--- src/rtl/pll_lock_reset.sv ---
// rtl/pll_lock_reset.sv - lock-qualified system reset generator for the PLL clock domain
// Synchronizes the PLL lock flag, qualifies it, then releases a registered reset.
module pll_lock_reset #(
  parameter int STABLE_CYCLES = 1024,
  parameter int HOLD_CYCLES   = 16,
  parameter int CNT_WIDTH     = 16
) (
  input  logic       clock,
  input  logic       reset,
  input  logic       locked_in,
  input  logic       soft_reset_req,
  output logic       reset_out,
  output logic       ready,
  output logic       ready_pulse,
  output logic [7:0] lock_loss_count,
  output logic [1:0] state_out
);

  typedef enum logic [1:0] {
    WAIT_LOCK = 2'd0,
    STABLE    = 2'd1,
    HOLD      = 2'd2,
    RUN       = 2'd3
  } state_t;

  localparam logic [CNT_WIDTH-1:0] STABLE_LOAD = CNT_WIDTH'(STABLE_CYCLES - 1);
  localparam logic [CNT_WIDTH-1:0] HOLD_LOAD   = CNT_WIDTH'(HOLD_CYCLES - 1);

  logic                 sync1_q, sync1_d;
  logic                 locked_sync_q, locked_sync_d;
  state_t               state_q, state_d;
  logic [CNT_WIDTH-1:0] cnt_q, cnt_d;
  logic                 reset_out_q, reset_out_d;
  logic                 ready_q, ready_d;
  logic                 ready_pulse_q, ready_pulse_d;
  logic [7:0]           loss_q, loss_d;

  always_comb begin
    sync1_d       = locked_in;
    locked_sync_d = sync1_q;
    state_d       = state_q;
    cnt_d         = cnt_q;
    reset_out_d   = reset_out_q;
    ready_d       = ready_q;
    ready_pulse_d = 1'b0;
    loss_d        = loss_q;

    unique case (state_q)
      WAIT_LOCK: begin
        reset_out_d = 1'b1;
        ready_d     = 1'b0;
        if (locked_sync_q) begin
          cnt_d   = STABLE_LOAD;
          state_d = STABLE;
        end
      end
      STABLE: begin
        if (!locked_sync_q) begin
          state_d = WAIT_LOCK;
        end else if (cnt_q == '0) begin
          cnt_d   = HOLD_LOAD;
          state_d = HOLD;
        end else begin
          cnt_d = cnt_q - 1'b1;
        end
      end
      HOLD: begin
        if (!locked_sync_q) begin
          state_d = WAIT_LOCK;
        end else if (cnt_q == '0) begin
          state_d       = RUN;
          reset_out_d   = 1'b0;
          ready_d       = 1'b1;
          ready_pulse_d = 1'b1;
        end else begin
          cnt_d = cnt_q - 1'b1;
        end
      end
      RUN: begin
        // Lock loss outranks a concurrent soft request and is the only counted loss.
        if (!locked_sync_q) begin
          state_d     = WAIT_LOCK;
          reset_out_d = 1'b1;
          ready_d     = 1'b0;
          if (loss_q != 8'hFF) loss_d = loss_q + 8'd1;
        end else if (soft_reset_req) begin
          cnt_d       = HOLD_LOAD;
          state_d     = HOLD;
          reset_out_d = 1'b1;
          ready_d     = 1'b0;
        end
      end
      default: state_d = WAIT_LOCK;
    endcase
  end

  always_ff @(posedge clock) begin
    if (reset) begin
      sync1_q       <= 1'b0;
      locked_sync_q <= 1'b0;
      state_q       <= WAIT_LOCK;
      cnt_q         <= '0;
      reset_out_q   <= 1'b1;
      ready_q       <= 1'b0;
      ready_pulse_q <= 1'b0;
      loss_q        <= 8'd0;
    end else begin
      sync1_q       <= sync1_d;
      locked_sync_q <= locked_sync_d;
      state_q       <= state_d;
      cnt_q         <= cnt_d;
      reset_out_q   <= reset_out_d;
      ready_q       <= ready_d;
      ready_pulse_q <= ready_pulse_d;
      loss_q        <= loss_d;
    end
  end

  assign reset_out       = reset_out_q;
  assign ready           = ready_q;
  assign ready_pulse     = ready_pulse_q;
  assign lock_loss_count = loss_q;
  assign state_out       = state_q;

endmodule
--- config.mk ---
export PLATFORM = sky130hd
export DESIGN_NAME = pll_lock_reset
export DESIGN_NICKNAME = d
export VERILOG_FILES = /design/src/rtl/pll_lock_reset.sv
export SDC_FILE = /design/constraint.sdc
export NUM_CORES = 1
export LEC_CHECK = 0
export CORE_MARGIN = 2
export CORE_UTILIZATION = 35
export CTS_BUF_LIST = sky130_fd_sc_hd__clkbuf_8
export CTS_CLUSTER_SIZE = 16
export DETAILED_ROUTE_END_ITERATION = 10
export RECOVER_POWER = 100
export SLEW_MARGIN = 20
export SYNTH_ARGS = -nofsm -noshare
export SYNTH_HDL_FRONTEND = slang
export SYNTH_SLANG_ARGS = --single-unit
--- constraint.sdc ---
create_clock -name clock -period 3.3 [get_ports clock]
set_input_delay 0.495 -clock clock [delete_from_list [all_inputs] [get_ports clock]]
set_output_delay 0.495 -clock clock [all_outputs]
set_load 0.05 [all_outputs]
# After elaboration in Yosys (flattened, before gate mapping)
# Index checks and enable logic that the tools add are counted.
dict set report totals {
  ff_bits 31
  input_bits 4
  output_inout_bits 13
  word_cells 61
}
dict set report op_classes {
  add_sub_neg 2
  eq_ne 14
  n_mux 27
  bitwise 2
  n_reduce_logical 8
}
# op count
set ops {}
lappend ops {{2-to-1 mux 16 bit} 7}
lappend ops {{case mux 16 bit (4 select lines)} 1}
lappend ops {{logical NOT 16 bit} 1}
lappend ops {{subtractor 16 x 1 -> 16 bit, second input constant} 1}
lappend ops {{2-to-1 mux 2 bit} 7}
lappend ops {{!= test 2 bit, second input constant} 7}
lappend ops {{2-to-1 mux 1 bit} 9}
lappend ops {{!= test 3 bit, second input constant} 3}
lappend ops {{adder 8 x 1 -> 8 bit, second input constant} 1}
lappend ops {{!= test 8 bit, second input constant} 1}
lappend ops {{case mux 2 bit (4 select lines)} 1}
lappend ops {{AND reduction 4 bit} 2}
lappend ops {{case mux 1 bit (3 select lines)} 2}
lappend ops {{AND reduction 6 bit} 1}
lappend ops {{== test 2 bit, second input constant} 2}
lappend ops {{AND reduction 3 bit} 1}
lappend ops {{nonzero test 3 bit} 1}
lappend ops {{OR reduction 3 bit} 1}
lappend ops {{== test 2 x 1 -> 1 bit, second input constant} 1}
lappend ops {{logical NOT 2 bit} 1}
lappend ops {{inverter 1 bit} 2}

# Logic depth before layout (Yosys ltp)
dict set report depth {
  word_depth 4
  depth_mapped 8
  mapped_depth_nobuf 7
}

# Least setup slack after synthesis
# Ideal clock, no wire load.
dict set report synth_timing {
  kind {register to register}
  from {reg state_q[1] (netlist: state_out[1])}
  to {reg loss_q[7] (netlist: lock_loss_count[7])}
  setup_time_ns 0.128
  arrival_time_ns 1.917
  t_required_ns 3.172
  slack_ns 1.255
  path_stages_with_launch 7
  path_buffers 1
  period_less_slack_ns 2.045
  cell_sequence {dfxtp_1 -> clkbuf_1 -> nand2_1 -> a311oi_2 -> nand4_1 -> xor2_1 -> nor2_1}
}
dict set report synth_via {
  elab_chain_cells 2
}
# item line_no
set synth_rtl {}
lappend synth_rtl {{start: declaration} 31} ;# state_t state_q, state_d;
lappend synth_rtl {{start signal: assignment} 110} ;# state_q <= state_d;
lappend synth_rtl {{== test 2 bit} 48} ;# unique case (state_q)
lappend synth_rtl {{AND reduction 3 bit (no source line)} n/a}
lappend synth_rtl {{end signal: assignment} 115} ;# loss_q <= loss_d;
lappend synth_rtl {{end: declaration} 36} ;# logic [7:0] loss_q, loss_d;
# Every way passes these cells.
# A chain may end at the register's enable or synchronous reset.

# Final worst setup path
dict set report layout_timing {
  from {reg cnt_q[0]}
  to {reg cnt_q[3]}
}
dict set report layout_via {
  elab_chain_cells 4
  elab_cells_between_ends 9
  classes_between {add/sub (1); eq/ne (1); mux (5); reduce/logical (2)}
}
# item line_no
set layout_rtl {}
lappend layout_rtl {{start: declaration} 32} ;# logic [CNT_WIDTH-1:0] cnt_q, cnt_d;
lappend layout_rtl {{start signal: assignment} 111} ;# cnt_q <= cnt_d;
lappend layout_rtl {{subtractor 16 x 1 -> 16 bit or logical NOT 16 bit (tied branches)} n/a}
lappend layout_rtl {{2-to-1 mux 16 bit, on equally long branches} {70, 60}}
lappend layout_rtl {{2-to-1 mux 16 bit, on equally long branches} {68, 58}}
lappend layout_rtl {{case mux 16 bit (4 select lines)} 48}
# Several ways; a longest one is shown, not always the timed one. The select of a mux whose other input is x is not followed.

==> out/metrics.csv <==
metric,value,unit
clk_path_buf_depth,2,
synth_top_area_cell,dfxtp_1,
worst_pin_slew,1.17,ns
ys_seq_area_share,38.8,%
fillers,452,
path_clk_slew,0.07,ns
diodes,0,
ys.warnings.count,0,
drive_gt1_share,5.34,%
htreeDepth,2,
synth_top_area_share,38.8,%
cts_tree,built,
drtIter0Drc,93,
clkLatencyLatePin,0.28,ns
drc,0,
cts_buffers,5,
fmax,0.390,GHz
yosys-top-cells-area,"dfxtp_1 39%, nor2_1 5.4%, xor2_1 4.4%, a21oi_1 4.1%, nand2_1 3.8%",
finalPower,0.000796,W
netlist_instances,188,
critical_path_class,reg -> reg,
async_reset_ff_share,0,%
final.setup.tns,0,ns
required,3.43,ns
grt_overflow,0,
area_delta_synth_final,14.5,%
die_h,71.6,um
initial_core_util,36.5,%
synthAdderAreaFrac,1.56,%
hp-class,reg -> reg,
grt_max_degree,24,
antenna_found_initial,0,
regToRegStartpoint,cnt_q[0]$_SDFFE_PP0P_,
instances_no_fill,258,
hold_violations,0,
fin_crit_sh,77.7,%
nets,211,
synth.distinct_cells,43,
synth_top_family_by_area,simple AND/OR/NAND/NOR gates,
reg2regPathDepth,7,
ios,17,
setup_violations,0,
fin_util,41.8,%
dieArea,5130,um2
cts-root-buf,clkbuf_8,
placed_cell_area,1800,um2
holdCritStartpoint,locked_sync_d$_SDFF_PP0_,
grt_pass1_vias,1298,
peakVddDrop,0.240,mV
synth_flop_cell,dfxtp_1,
dp_hpwl,2600,um
hold_depth,1,
core,4380,um2
synth_common_cells,"31 x dfxtp_1, 23 x nor2_1, 16 x nand2_1, 13 x a21oi_1, 8 x xor2_1",
drt-total-wl,3660,um
hold-path-endpoint,locked_sync_q$_SDFF_PP0_,
drt_first_pass_iters,5,
dp_cells,250,
synth_nets,194,
num_rows,24,
routed_via_density,5.47,
vias,1410,
slew_headroom,21.3,%
synth-simple-area-share,33.5,%
status,finished clean,
wl_per_cell,14.2,um
yosysMostFrequentCell,dfxtp_1,
worstPathArrival,2.70,ns
gp_congestion,0.834,
final_area,1830,um2
regToRegSetupSlack,0.74,ns
clkSinkCount,31,
clock_skew,0.0123,ns
total_leakage_power,0.697,nW
min_period,2.56,ns
critPathCaptureType,register,
rsz0062_at_grt,no,
cts_setup_buffers,0,
muxShareOfSynthArea,0.626,%
grt_pass1_wl,6030,um
port_buffers,16,
die_w,71.6,um
synth_compound_area_share,15.8,%
crit_path_max_fanout,6,
drv_slew,0,
ant_nets,0,
grt.total_usage,15.0,%
crit_path_start_kind,register,
synthXorXnorAreaFrac,7.12,%
synth-edff-count,0,
postCtsResizedCells,0,
drv_cap,0,
holdBufCountCts,0,
syn_avg_cell_area,8.51,um2
powerDensity,435,nW/um2
syn_area,1600,um2
ys_ff_latch,31,
rr_endpoint,cnt_q[3]$_SDFFE_PP0P_,
-- kinds of logic (layout without fill, tap and decap cells) --
group | after synthesis | in the layout
compound gates | 39 | 39
xor+xnor | 13 | 13
fa+ha+maj | 2 | 2
buf+inv | 11 | 29
flops | 31 | 31
mux | 1 | 1
simple gates | 91 | 91
-- state kept, by name, summed over array words and instances (netlist names) --
register         cells
cnt_q               16
lock_loss_count      8
locked_sync_d        1
locked_sync_q        1
ready                1
ready_pulse          1
reset_out            1
state_out            2
-- worst max path at each step --
stage | cells after the start | start | end
2_1_floorplan | 6 | state_out[1]$_SDFFE_PP0P_ | lock_loss_count[7]$_SDFFE_PP0P_
6_report | 7 | cnt_q[0]$_SDFFE_PP0P_ | cnt_q[3]$_SDFFE_PP0P_
4_1_cts | 1 | state_out[1]$_SDFFE_PP0P_ | state_out[1]
3_5_place_dp | 5 | soft_reset_req | cnt_q[10]$_SDFFE_PP0P_
3_3_place_gp | 5 | soft_reset_req | cnt_q[10]$_SDFFE_PP0P_
5_1_grt | 7 | cnt_q[0]$_SDFFE_PP0P_ | cnt_q[3]$_SDFFE_PP0P_
-- critical path: stages (launching register included) --
cell and delay (ns):
dfxtp_1 0.32, inv_1 0.09, ha_1 0.21, or4b_1 0.52, nor4_1 0.81, a211oi_1 0.21, xnor2_1 0.18, a21oi_1 0.08
-- metrics by stage --
stage	hold slack [ns]	worst slack [ns]
after CTS	0.451	1.15
final	0.444	0.735
after floorplan	0.414	1.25
after detailed placement	0.426	1.16
after global placement	0.424	1.19
after global routing	0.467	0.590
-- cells in the final DEF (no fill, tap or decap), types with 3 or more instances in the layout --
cell and instances:
nor4_1 5, nand4_1 5, nor3_1 6, nor2_1 23, o21ai_0 6, a311oi_1 3, a21oi_1 13, nand2_1 16
inv_1 7, clkbuf_8 5, nand2b_1 3, dfxtp_1 31, xnor2_1 5, a211oi_1 3, or3_1 4, a31oi_1 5
xor2_1 8, nand3_1 7, dlygate4sd3_1 14, and2_1 3
-- where the power goes --
| group | internal, W | switching (W) |
|---|---|---|
| logic | 0.0000420 | 0.0000694 |
| clock network | 0.000142 | 0.000141 |
| registers | 0.000386 | 0.0000160 |
-- final cells by class --
cell class | instances | area (um2) | share of cell area (%)
Inverter | 5 | 18.8 | 1.03
Clock buffer | 5 | 68.8 | 3.76
Timing Repair Buffer | 16 | 160 | 8.75
Sequential cell | 31 | 621 | 33.9
Multi-Input combinational cell | 146 | 885 | 48.3
Clock inverter | 3 | 12.5 | 0.684
Tap cell | 52 | 65.1 | 3.55
-- per-layer routing --
| metal | vias up | routed length, um | track usage (%) |
|---|---|---|---|
| met1 | 643 | 1760 | 19.7 |
| met2 | 30 | 1660 | 22.6 |
| met5 | - | 0 | 0 |
| li1 | 723 | - | - |
| met4 | 0 | 115 | 7.55 |
| met3 | 14 | 127 | 3.94 |
Power figures use the tool's default switching activity.
